## src/rtl/sa_ws_if.sv

```systemverilog
// sa_ws_if: weight-load, ifmap-stream and psum-result bundle of the systolic array.
// The psum_bias_i lane exists only when SA_BIAS_IN_EN is defined.
interface sa_ws_if #(
    parameter int ROWS       = 4,
    parameter int COLS       = 4,
    parameter int DATA_WIDTH = 8,
    parameter int PSUM_WIDTH = 32
);
    logic                       weight_valid_i;
    logic [DATA_WIDTH*COLS-1:0] weight_row_i;
    logic                       weight_ready_o;
    logic                       ifmap_valid_i;
    logic [DATA_WIDTH*ROWS-1:0] ifmap_vec_i;
    logic                       ifmap_ready_o;
    logic                       flush_i;
    logic                       psum_valid_o;
    logic [PSUM_WIDTH*COLS-1:0] psum_vec_o;
    logic                       busy_o;
`ifdef SA_BIAS_IN_EN
    logic [PSUM_WIDTH*COLS-1:0] psum_bias_i;
`endif
    modport master (
        output weight_valid_i, weight_row_i, ifmap_valid_i, ifmap_vec_i, flush_i,
`ifdef SA_BIAS_IN_EN
        output psum_bias_i,
`endif
        input  weight_ready_o, ifmap_ready_o, psum_valid_o, psum_vec_o, busy_o
    );
    modport slave (
        input  weight_valid_i, weight_row_i, ifmap_valid_i, ifmap_vec_i, flush_i,
`ifdef SA_BIAS_IN_EN
        input  psum_bias_i,
`endif
        output weight_ready_o, ifmap_ready_o, psum_valid_o, psum_vec_o, busy_o
    );
endinterface

```

## src/rtl/sa_ws_array.sv

```systemverilog
// sa_ws_array: weight-stationary ROWS x COLS systolic array with load/compute/drain control.
// Define SA_BIAS_IN_EN to seed each column's row-0 psum from psum_bias_i.
module sa_ws_array #(
    parameter int ROWS       = 4,
    parameter int COLS       = 4,
    parameter int DATA_WIDTH = 8,
    parameter int PSUM_WIDTH = 32
) (
    input logic    clk,
    input logic    rst,
    sa_ws_if.slave bus
);
    localparam int CW = $clog2(ROWS + COLS + 1);
    localparam int RW = ROWS > 1 ? $clog2(ROWS) : 1;
    localparam int AC = COLS > 1 ? COLS - 1 : 1;
    localparam int VL = ROWS + COLS - 1;
    typedef enum logic [1:0] {IDLE, LOAD, COMPUTE, DRAIN} state_t;
    state_t                       state;
    logic [CW-1:0]                cnt;
    logic [RW-1:0]                widx;
    logic                         wr_q, ir_q, busy_q, pv_q;
    logic [PSUM_WIDTH*COLS-1:0]   pvec_q;
    logic                         xfer_w, xfer_x;
    logic [VL-1:0]                vp;
    logic signed [DATA_WIDTH-1:0] w       [ROWS][COLS];
    logic signed [DATA_WIDTH-1:0] lane_in [ROWS];
    logic signed [DATA_WIDTH-1:0] ain     [ROWS][COLS];
    logic signed [DATA_WIDTH-1:0] a       [ROWS][AC];
    logic signed [PSUM_WIDTH-1:0] seed    [COLS];
    logic signed [PSUM_WIDTH-1:0] pin     [ROWS][COLS];
    logic signed [PSUM_WIDTH-1:0] p       [ROWS][COLS];
    logic signed [PSUM_WIDTH-1:0] col_out [COLS];
    assign xfer_w             = bus.weight_valid_i & wr_q;
    assign xfer_x             = bus.ifmap_valid_i & ir_q;
    assign bus.weight_ready_o = wr_q;
    assign bus.ifmap_ready_o  = ir_q;
    assign bus.busy_o         = busy_q;
    assign bus.psum_valid_o   = pv_q;
    assign bus.psum_vec_o     = pvec_q;
    assign widx               = state == IDLE ? '0 : RW'(cnt);
    always_ff @(posedge clk or posedge rst)
        if (rst) begin
            state  <= IDLE;
            cnt    <= '0;
            wr_q   <= 1'b1;
            ir_q   <= 1'b0;
            busy_q <= 1'b0;
        end else
            case (state)
                IDLE: if (xfer_w) begin
                    state  <= ROWS == 1 ? COMPUTE : LOAD;
                    cnt    <= CW'(1);
                    wr_q   <= ROWS != 1;
                    ir_q   <= ROWS == 1;
                    busy_q <= 1'b1;
                end
                LOAD: if (xfer_w) begin
                    cnt <= cnt + CW'(1);
                    if (cnt == CW'(ROWS - 1)) begin
                        state <= COMPUTE;
                        wr_q  <= 1'b0;
                        ir_q  <= 1'b1;
                    end
                end
                COMPUTE: if (bus.flush_i) begin
                    state <= DRAIN;
                    cnt   <= CW'(ROWS + COLS);
                    ir_q  <= 1'b0;
                end
                DRAIN: begin
                    cnt <= cnt - CW'(1);
                    if (cnt <= CW'(1)) begin
                        state  <= IDLE;
                        wr_q   <= 1'b1;
                        busy_q <= 1'b0;
                    end
                end
                default: state <= IDLE;
            endcase
    always_ff @(posedge clk or posedge rst)
        if (rst) w <= '{default: '0};
        else if (xfer_w)
            for (int c = 0; c < COLS; c++)
                w[widx][c] <= bus.weight_row_i[DATA_WIDTH*c +: DATA_WIDTH];
    // lane r reaches column 0 after r cycles; idle cycles inject zeros
    for (genvar r = 0; r < ROWS; r++) begin : g_skew
        logic signed [DATA_WIDTH-1:0] x;
        assign x = xfer_x ? bus.ifmap_vec_i[DATA_WIDTH*r +: DATA_WIDTH] : '0;
        if (r == 0) begin : g_direct
            assign lane_in[r] = x;
        end else begin : g_delay
            logic signed [DATA_WIDTH-1:0] d [r];
            always_ff @(posedge clk or posedge rst)
                if (rst) d <= '{default: '0};
                else begin
                    d[0] <= x;
                    for (int i = 1; i < r; i++) d[i] <= d[i-1];
                end
            assign lane_in[r] = d[r-1];
        end
    end
    for (genvar c = 0; c < COLS; c++) begin : g_seed
`ifdef SA_BIAS_IN_EN
        logic signed [PSUM_WIDTH-1:0] b;
        assign b = xfer_x ? bus.psum_bias_i[PSUM_WIDTH*c +: PSUM_WIDTH] : '0;
        if (c == 0) begin : g_direct
            assign seed[c] = b;
        end else begin : g_delay
            logic signed [PSUM_WIDTH-1:0] d [c];
            always_ff @(posedge clk or posedge rst)
                if (rst) d <= '{default: '0};
                else begin
                    d[0] <= b;
                    for (int i = 1; i < c; i++) d[i] <= d[i-1];
                end
            assign seed[c] = d[c-1];
        end
`else
        assign seed[c] = '0;
`endif
    end
    always_comb begin
        for (int r = 0; r < ROWS; r++) begin
            ain[r][0] = lane_in[r];
            for (int c = 1; c < COLS; c++) ain[r][c] = a[r][c-1];
        end
        for (int c = 0; c < COLS; c++) pin[0][c] = seed[c];
        for (int r = 1; r < ROWS; r++)
            for (int c = 0; c < COLS; c++) pin[r][c] = p[r-1][c];
    end
    // products are sign-extended to PSUM_WIDTH by context; sums wrap
    always_ff @(posedge clk or posedge rst)
        if (rst) begin
            a <= '{default: '0};
            p <= '{default: '0};
        end else
            for (int r = 0; r < ROWS; r++) begin
                for (int c = 0; c < COLS; c++) p[r][c] <= pin[r][c] + ain[r][c] * w[r][c];
                for (int c = 0; c < COLS - 1; c++) a[r][c] <= ain[r][c];
            end
    for (genvar c = 0; c < COLS; c++) begin : g_deskew
        if (c == COLS - 1) begin : g_direct
            assign col_out[c] = p[ROWS-1][c];
        end else begin : g_delay
            logic signed [PSUM_WIDTH-1:0] d [COLS-1-c];
            always_ff @(posedge clk or posedge rst)
                if (rst) d <= '{default: '0};
                else begin
                    d[0] <= p[ROWS-1][c];
                    for (int i = 1; i < COLS - 1 - c; i++) d[i] <= d[i-1];
                end
            assign col_out[c] = d[COLS-2-c];
        end
    end
    always_ff @(posedge clk or posedge rst)
        if (rst) begin
            vp     <= '0;
            pv_q   <= 1'b0;
            pvec_q <= '0;
        end else begin
            vp[0] <= xfer_x;
            for (int i = 1; i < VL; i++) vp[i] <= vp[i-1];
            pv_q <= vp[VL-1];
            if (vp[VL-1])
                for (int c = 0; c < COLS; c++) pvec_q[PSUM_WIDTH*c +: PSUM_WIDTH] <= col_out[c];
        end
endmodule
```

## src/flat_wrapper.sv

```systemverilog
// flat-port wrapper written by rule: the top's interface ports become plain ports
module sa_ws_array_flat 
#(
    parameter int ROWS       = 4,
    parameter int COLS       = 4,
    parameter int DATA_WIDTH = 8,
    parameter int PSUM_WIDTH = 32
)
  (clk, rst, bus_weight_valid_i, bus_weight_row_i, bus_ifmap_valid_i, bus_ifmap_vec_i, bus_flush_i, bus_weight_ready_o, bus_ifmap_ready_o, bus_psum_valid_o, bus_psum_vec_o, bus_busy_o);
  sa_ws_if #(.ROWS(ROWS), .COLS(COLS), .DATA_WIDTH(DATA_WIDTH), .PSUM_WIDTH(PSUM_WIDTH)) bus_i ();
  input logic clk;
  input logic rst;
  input wire logic [$bits(bus_i.weight_valid_i)-1:0] bus_weight_valid_i;
  input wire logic [$bits(bus_i.weight_row_i)-1:0] bus_weight_row_i;
  input wire logic [$bits(bus_i.ifmap_valid_i)-1:0] bus_ifmap_valid_i;
  input wire logic [$bits(bus_i.ifmap_vec_i)-1:0] bus_ifmap_vec_i;
  input wire logic [$bits(bus_i.flush_i)-1:0] bus_flush_i;
  output wire logic [$bits(bus_i.weight_ready_o)-1:0] bus_weight_ready_o;
  output wire logic [$bits(bus_i.ifmap_ready_o)-1:0] bus_ifmap_ready_o;
  output wire logic [$bits(bus_i.psum_valid_o)-1:0] bus_psum_valid_o;
  output wire logic [$bits(bus_i.psum_vec_o)-1:0] bus_psum_vec_o;
  output wire logic [$bits(bus_i.busy_o)-1:0] bus_busy_o;
  assign bus_i.weight_valid_i = bus_weight_valid_i;
  assign bus_i.weight_row_i = bus_weight_row_i;
  assign bus_i.ifmap_valid_i = bus_ifmap_valid_i;
  assign bus_i.ifmap_vec_i = bus_ifmap_vec_i;
  assign bus_i.flush_i = bus_flush_i;
  assign bus_weight_ready_o = bus_i.weight_ready_o;
  assign bus_ifmap_ready_o = bus_i.ifmap_ready_o;
  assign bus_psum_valid_o = bus_i.psum_valid_o;
  assign bus_psum_vec_o = bus_i.psum_vec_o;
  assign bus_busy_o = bus_i.busy_o;
  sa_ws_array #(.ROWS(ROWS), .COLS(COLS), .DATA_WIDTH(DATA_WIDTH), .PSUM_WIDTH(PSUM_WIDTH)) u_core (.clk(clk), .rst(rst), .bus(bus_i));
endmodule
```

## config.mk

```make
export PLATFORM = sky130hd
export DESIGN_NAME = sa_ws_array_flat
export DESIGN_NICKNAME = d
export VERILOG_FILES = /design/src/rtl/sa_ws_if.sv /design/src/rtl/sa_ws_array.sv /design/src/flat_wrapper.sv
export SDC_FILE = /design/constraint.sdc
export NUM_CORES = 2
export LEC_CHECK = 0
export BUFFER_PORTS_ARGS = -buffer_cell sky130_fd_sc_hd__buf_2
export CORE_AREA = 2 2 377 379
export DETAILED_ROUTE_END_ITERATION = 16
export DIE_AREA = 0 0 379 381
export HOLD_SLACK_MARGIN = 0.05
export PLACE_DENSITY = 0.87
export SLEW_MARGIN = 30
export SYNTH_ARGS = -nofsm -noshare
export SYNTH_HDL_FRONTEND = slang
export SYNTH_SLANG_ARGS = --single-unit
```

## constraint.sdc

```tcl
create_clock -name clk -period 46.9 [get_ports clk]
set_input_delay 11.725 -clock clk [delete_from_list [all_inputs] [get_ports clk]]
set_output_delay 11.725 -clock clk [all_outputs]
set_load 0.005 [all_outputs]
```

Yosys cells after proc, flatten, opt, wreduce, memory -nomap -nowiden
Index checks and enable logic that the tools add are counted.
{"block": "classes", "n_eq_ne": 9, "n_addsub": 14, "n_mul": 16, "reduce_logical": 10, "n_bitwise": 3, "muxes": 39, "order_cmp": 3}
{"cell": "128-bit bitwise mux", "n": 4}
{"cell": "32-bit adder", "n": 12}
{"cell": "32-bit demux with 2-bit select", "n": 4}
{"cell": "8-bit by 8-bit multiplier with 16-bit output", "n": 16}
{"cell": "8-bit 2-to-1 mux", "n": 5}
{"cell": "32-bit 2-to-1 mux", "n": 1}
{"cell": "24-bit 2-to-1 mux", "n": 1}
{"cell": "16-bit 2-to-1 mux", "n": 1}
{"cell": "4-bit one-hot mux with 4 select lines", "n": 1}
{"cell": "5-bit AND reduction", "n": 3}
{"cell": "2-bit 2-to-1 mux", "n": 6}
{"cell": "4-bit 2-to-1 mux", "n": 3}
{"cell": "1-bit 2-to-1 mux", "n": 9}
{"cell": "2-bit by 1-bit != test with 1-bit output (second input constant)", "n": 4}
{"cell": "2-bit one-hot mux with 4 select lines", "n": 1}
{"cell": "1-bit one-hot mux with 3 select lines", "n": 2}
{"cell": "3-bit AND reduction", "n": 2}
{"cell": "3-bit nonzero test", "n": 2}
{"cell": "4-bit by 1-bit adder with 4-bit output (second input constant)", "n": 1}
{"cell": "2-bit equality test (second input constant)", "n": 2}
{"cell": "4-bit by 2-bit equality test with 1-bit output (second input constant)", "n": 1}
{"cell": "4-bit by 1-bit <= comparator with 1-bit output (second input constant)", "n": 1}
{"cell": "4-bit by 1-bit subtractor with 4-bit output (second input constant)", "n": 1}
{"cell": "3-bit greater-or-equal comparator (second input constant)", "n": 1}
{"cell": "other kinds (9)", "n": 10}
{"block": "word_totals", "wordCells": 158, "register_bits": 1121, "input_bits": 69}

Logic depth before layout (Yosys ltp)
{"block": "depth", "ltp_word": 11, "ltp_mapped": 32, "depth_no_buf": 32}

Least setup slack after synthesis
Ideal clock, no wire load.
{"block": "synth_path", "path_kind": "input to register", "from": "input bus_ifmap_valid_i", "to": "register u_core.p[510] in the netlist's numbering", "path_slack_ns": 30.830, "stages": 20, "setup_time_ns": 0.080, "required_time_ns": 46.820, "arrival_time_ns": 15.990, "path_cell_list": "clkbuf_1 and3_1 clkbuf_1 and2_1 fa_1 inv_1 fa_1 inv_1 fa_1 fa_1 ha_1 inv_1 o21ai_0 a21oi_1 o21bai_1 a21oi_1 nor2b_1 o21a_1 o41ai_1 xnor2_1"}
{"item": "from (decl)", "line": "flat_wrapper.sv:15", "rtl": "input wire logic [$bits(bus_i.ifmap_valid_i)-1:0] bus_ifmap_valid_i;"}
{"item": "to (signal assigned)", "line": "sa_ws_array.sv:135", "rtl": "p <= '{default: '0};"}
{"item": "to (decl)", "line": "sa_ws_array.sv:31", "rtl": "logic signed [PSUM_WIDTH-1:0] p [ROWS][COLS];"}

Worst setup path in the final report
{"block": "layout_path", "from": "input bus_ifmap_valid_i", "to": "register u_core.p[510] in the netlist's numbering"}
{"block": "layout_between", "elab_chain_len": 3}
{"item": "1-bit AND", "line": "sa_ws_array.sv:34", "rtl": "assign xfer_x = bus.ifmap_valid_i & ir_q;"}
{"item": "8-bit 2-to-1 mux", "line": "sa_ws_array.sv:88", "rtl": "assign x = xfer_x ? bus.ifmap_vec_i[DATA_WIDTH*r +: DATA_WIDTH] : '0;"}
{"item": "8-bit by 8-bit multiplier with 16-bit output", "line": "sa_ws_array.sv:138", "rtl": "for (int c = 0; c < COLS; c++) p[r][c] <= pin[r][c] + ain[r][c] * w[r][c];"}
No other way between the ends.
A chain may end at the register's enable or synchronous reset.

==> run_results.csv <==
group,metric,value,unit
finish,area_growth,8.74,%
routing,routedWlPerCell,18.2,microns
run,cap_violations,0,
clock_network,clock-sinks,1057,
die,start_util,59.5,%
power,power.switching,2.66,mW
power,total_leakage_power,47.4,nW
critical_path,start_kind,"primary input",
power,vdd_ir_drop_max,0.0468,mV
die,rows,138,
yosys,yosysSeqAreaShare,31.6,%
timing,drv_slew,0,
place,place_ws,30.08,ns
grt,grt_pass1_wl,305000,microns
die,die_area,144000,sq um
clock_network,cts_max_path_buffers,3,
critical_path,critPathCaptureType,"register",
yosys,synth_area,83600,sq um
clock_network,cts_buffers,109,
place,place_congestion,0.908,
yosys,async_flop_share,100,%
clock_network,cts_root_buffer,"clkbuf_16",
timing,fin_crit,16.01,ns
power,p_per_area,65.8,nW/um^2
timing,worst_slack,30.89,ns
timing,slew_headroom,40.3,%
timing,fin_tns_setup,0,ns
clock_network,post_cts_resized,0,
routing,viasPerCell,5.55,
finish,layout_common_cells,"inv_1, dfrtp_1, fa_1",
status,status,"finished clean",
power,p_comb_share,56.9,%
finish,nets,9819,
power,pwr-share-clk,15.3,%
grt,grt_antenna_before_repair,26,
clock_network,clk_pin_slew,0.07,ns
routing,wl,182000,microns
clock_network,cts_max_level,3,
critical_path,crit_type,"primary input to register",
yosys,synthesis.nets,9553,
timing,rsz0062_at_grt,"no",
yosys,synth_cell_types,77,
clock_network,cts_tree,"built",
die,die_h,381,microns
timing,finalCritPeriodShare,34.1,%
timing,final_hold_viol_count,0,
yosys,synth_edf_count,0,
place,hpwl,142000,microns
place,port-buffer-count,200,
critical_path,arrival,16.68,ns
clock_network,holdBufCountCts,0,
grt,grt.total_usage,26.3,%
die,io_pins,201,
timing,max_freq,62.4,MHz
yosys,syn-mean-instance-area,10.7,sq um
yosys,synthCells,7785,
clock_network,clkLatencyLatePin,0.79,ns
finish,final_common_cell,"inv_1",
critical_path,worstPathRequired,47.57,ns
critical_path,cp_max_fo,33,
power,power_frac_seq,27.8,%
yosys,ys_warn_count,0,
timing,setup_viol,0,
yosys,synth-seq-cells,1057,
routing,drcViolationCount,0,
routing,vias,55800,
die,core_area,141000,sq um
grt,grt_overflow,0,
min_path,hold_path_class,"register to register",
yosys,ys.flop_type,"dfrtp_1",
routing,drtIter0Drc,3481,
routing,drt_pass1_iterations,7,
power,internal-power,3.32,mW
timing,fin_skew,0.0954,ns
timing,worst_pin_slew,0.888,ns
grt,grt_pass1_vias,60400,
clock_network,post_cts_buffers,0,
finish,drive_gt1_share,8.77,%
grt,grt_max_degree,183,
die,die_w,379,microns
routing,ant_nets,0,
power,p_sw_share,44.5,%
layout make-up:
type | instances | area [sq um]
well taps | 1890 | 2360
multi-input cells | 5243 | 51600
inverters | 1411 | 5300
fillers | 10200 | 49600
repair buffers | 229 | 1290
clock buffers | 144 | 3060
flip-flops and latches | 1057 | 26500
diodes | 11 | 27.5
clock inverters | 62 | 800
worst paths after layout:
path                                   start                          endpoint  slack, ns  cells past startpoint
setup reg to reg              u_core.ain[31]                     u_core.p[127]      39.11                     32
hold reg to reg                u_core.p[117]  u_core.g_deskew[0].g_delay.d[85]       0.34                      0
setup / recovery           bus_ifmap_valid_i                     u_core.p[510]      30.89                     21
min in group asynchronous                rst                      u_core.p[43]      11.10                      2
hold / removal                 u_core.p[117]  u_core.g_deskew[0].g_delay.d[85]       0.34                      0
max in group asynchronous                rst    u_core.g_skew[3].g_delay.d[22]      33.05                      5
state kept, by name (all words and copies together), names as in the netlist, 16 cells and up:
register                   flops
u_core.p                     416
u_core.w                     128
u_core.bus.psum_vec_o        128
u_core.col_out                96
u_core.a                      96
u_core.ain                    16
u_core.g_deskew.g_delay.d    128
u_core.g_skew.g_delay.d       32
through the flow:
step | cell area, sq um | cells | hold slack [ns] | utilization [%] | power, mW
6_report | 90900 | 10000 | 0.343 | 64.7 | 5.98
5_1_grt | 90900 | 10000 | 0.348 | 64.7 | 6.48
4_1_cts | 90800 | 10000 | 0.345 | 64.6 | 5.98
3_5_place_dp | 87000 | 9829 | 0.335 | 61.9 | 5.00
3_3_place_gp | 87000 | 9828 | 0.332 | 61.9 | 4.83
2_1_floorplan | 83600 | 7785 | 0.331 | - | 4.09
critical path, stage by stage:
cell	delay [ns]
buf_2	0.44
and3_1	0.45
nand2_1	0.14
fa_1	0.44
inv_1	0.08
fa_1	0.41
ha_1	0.28
inv_1	0.05
fa_1	0.52
inv_1	0.05
ha_1	0.26
a21o_1	0.18
a21oi_1	0.21
o21ai_0	0.13
a21oi_1	0.23
o21bai_1	0.09
a21oi_1	0.23
nor2b_1	0.08
o21a_1	0.19
o41ai_1	0.35
xnor2_1	0.16
cells in the mapped netlist (100+ instances only):
master	count	share of area (%)
mux2_2	270	3.6
ha_1	799	12
o21ai_0	138	0.83
xnor2_1	410	4.3
nor2b_1	130	0.97
nand2_1	333	1.5
dfrtp_1	1056	32
fa_1	900	22
xor2_1	125	1.3
a21oi_1	339	2.0
o21bai_1	100	0.90
nor2_1	257	1.2
a21o_1	183	1.6
inv_1	1411	6.3
and2_1	686	5.1
power by group through the flow:
stage          Clock [mW]  Sequential (mW)  Combinational (mW)
2_1_floorplan           0             1.51                2.59
3_3_place_gp            0             1.65                3.18
3_5_place_dp            0             1.66                3.34
4_1_cts             0.934             1.66                3.39
5_1_grt             0.972             1.70                3.81
6_report            0.917             1.66                3.40
cells by family after synthesis:
kind of cell / count (synthesis) / share of synthesized area, %
fa+ha+maj: 1699 / 33.5
simple gates: 1697 / 10.9
buf+inv: 1485 / 6.67
flops: 1057 / 31.6
compound gates: 1038 / 8.01
xor+xnor: 537 / 5.66
mux: 272 / 3.66
metal layers:
metal | vias to the layer above | part of all wire, % | global-route usage [%]
met5 | - | 0.082 | 0
met4 | 24 | 4.6 | 11.5
met3 | 497 | 6.3 | 4.00
met2 | 1726 | 51 | 46.0
met1 | 28200 | 38 | 32.2
li1 | 25300 | - | -
Power figures use the tool's default switching activity.
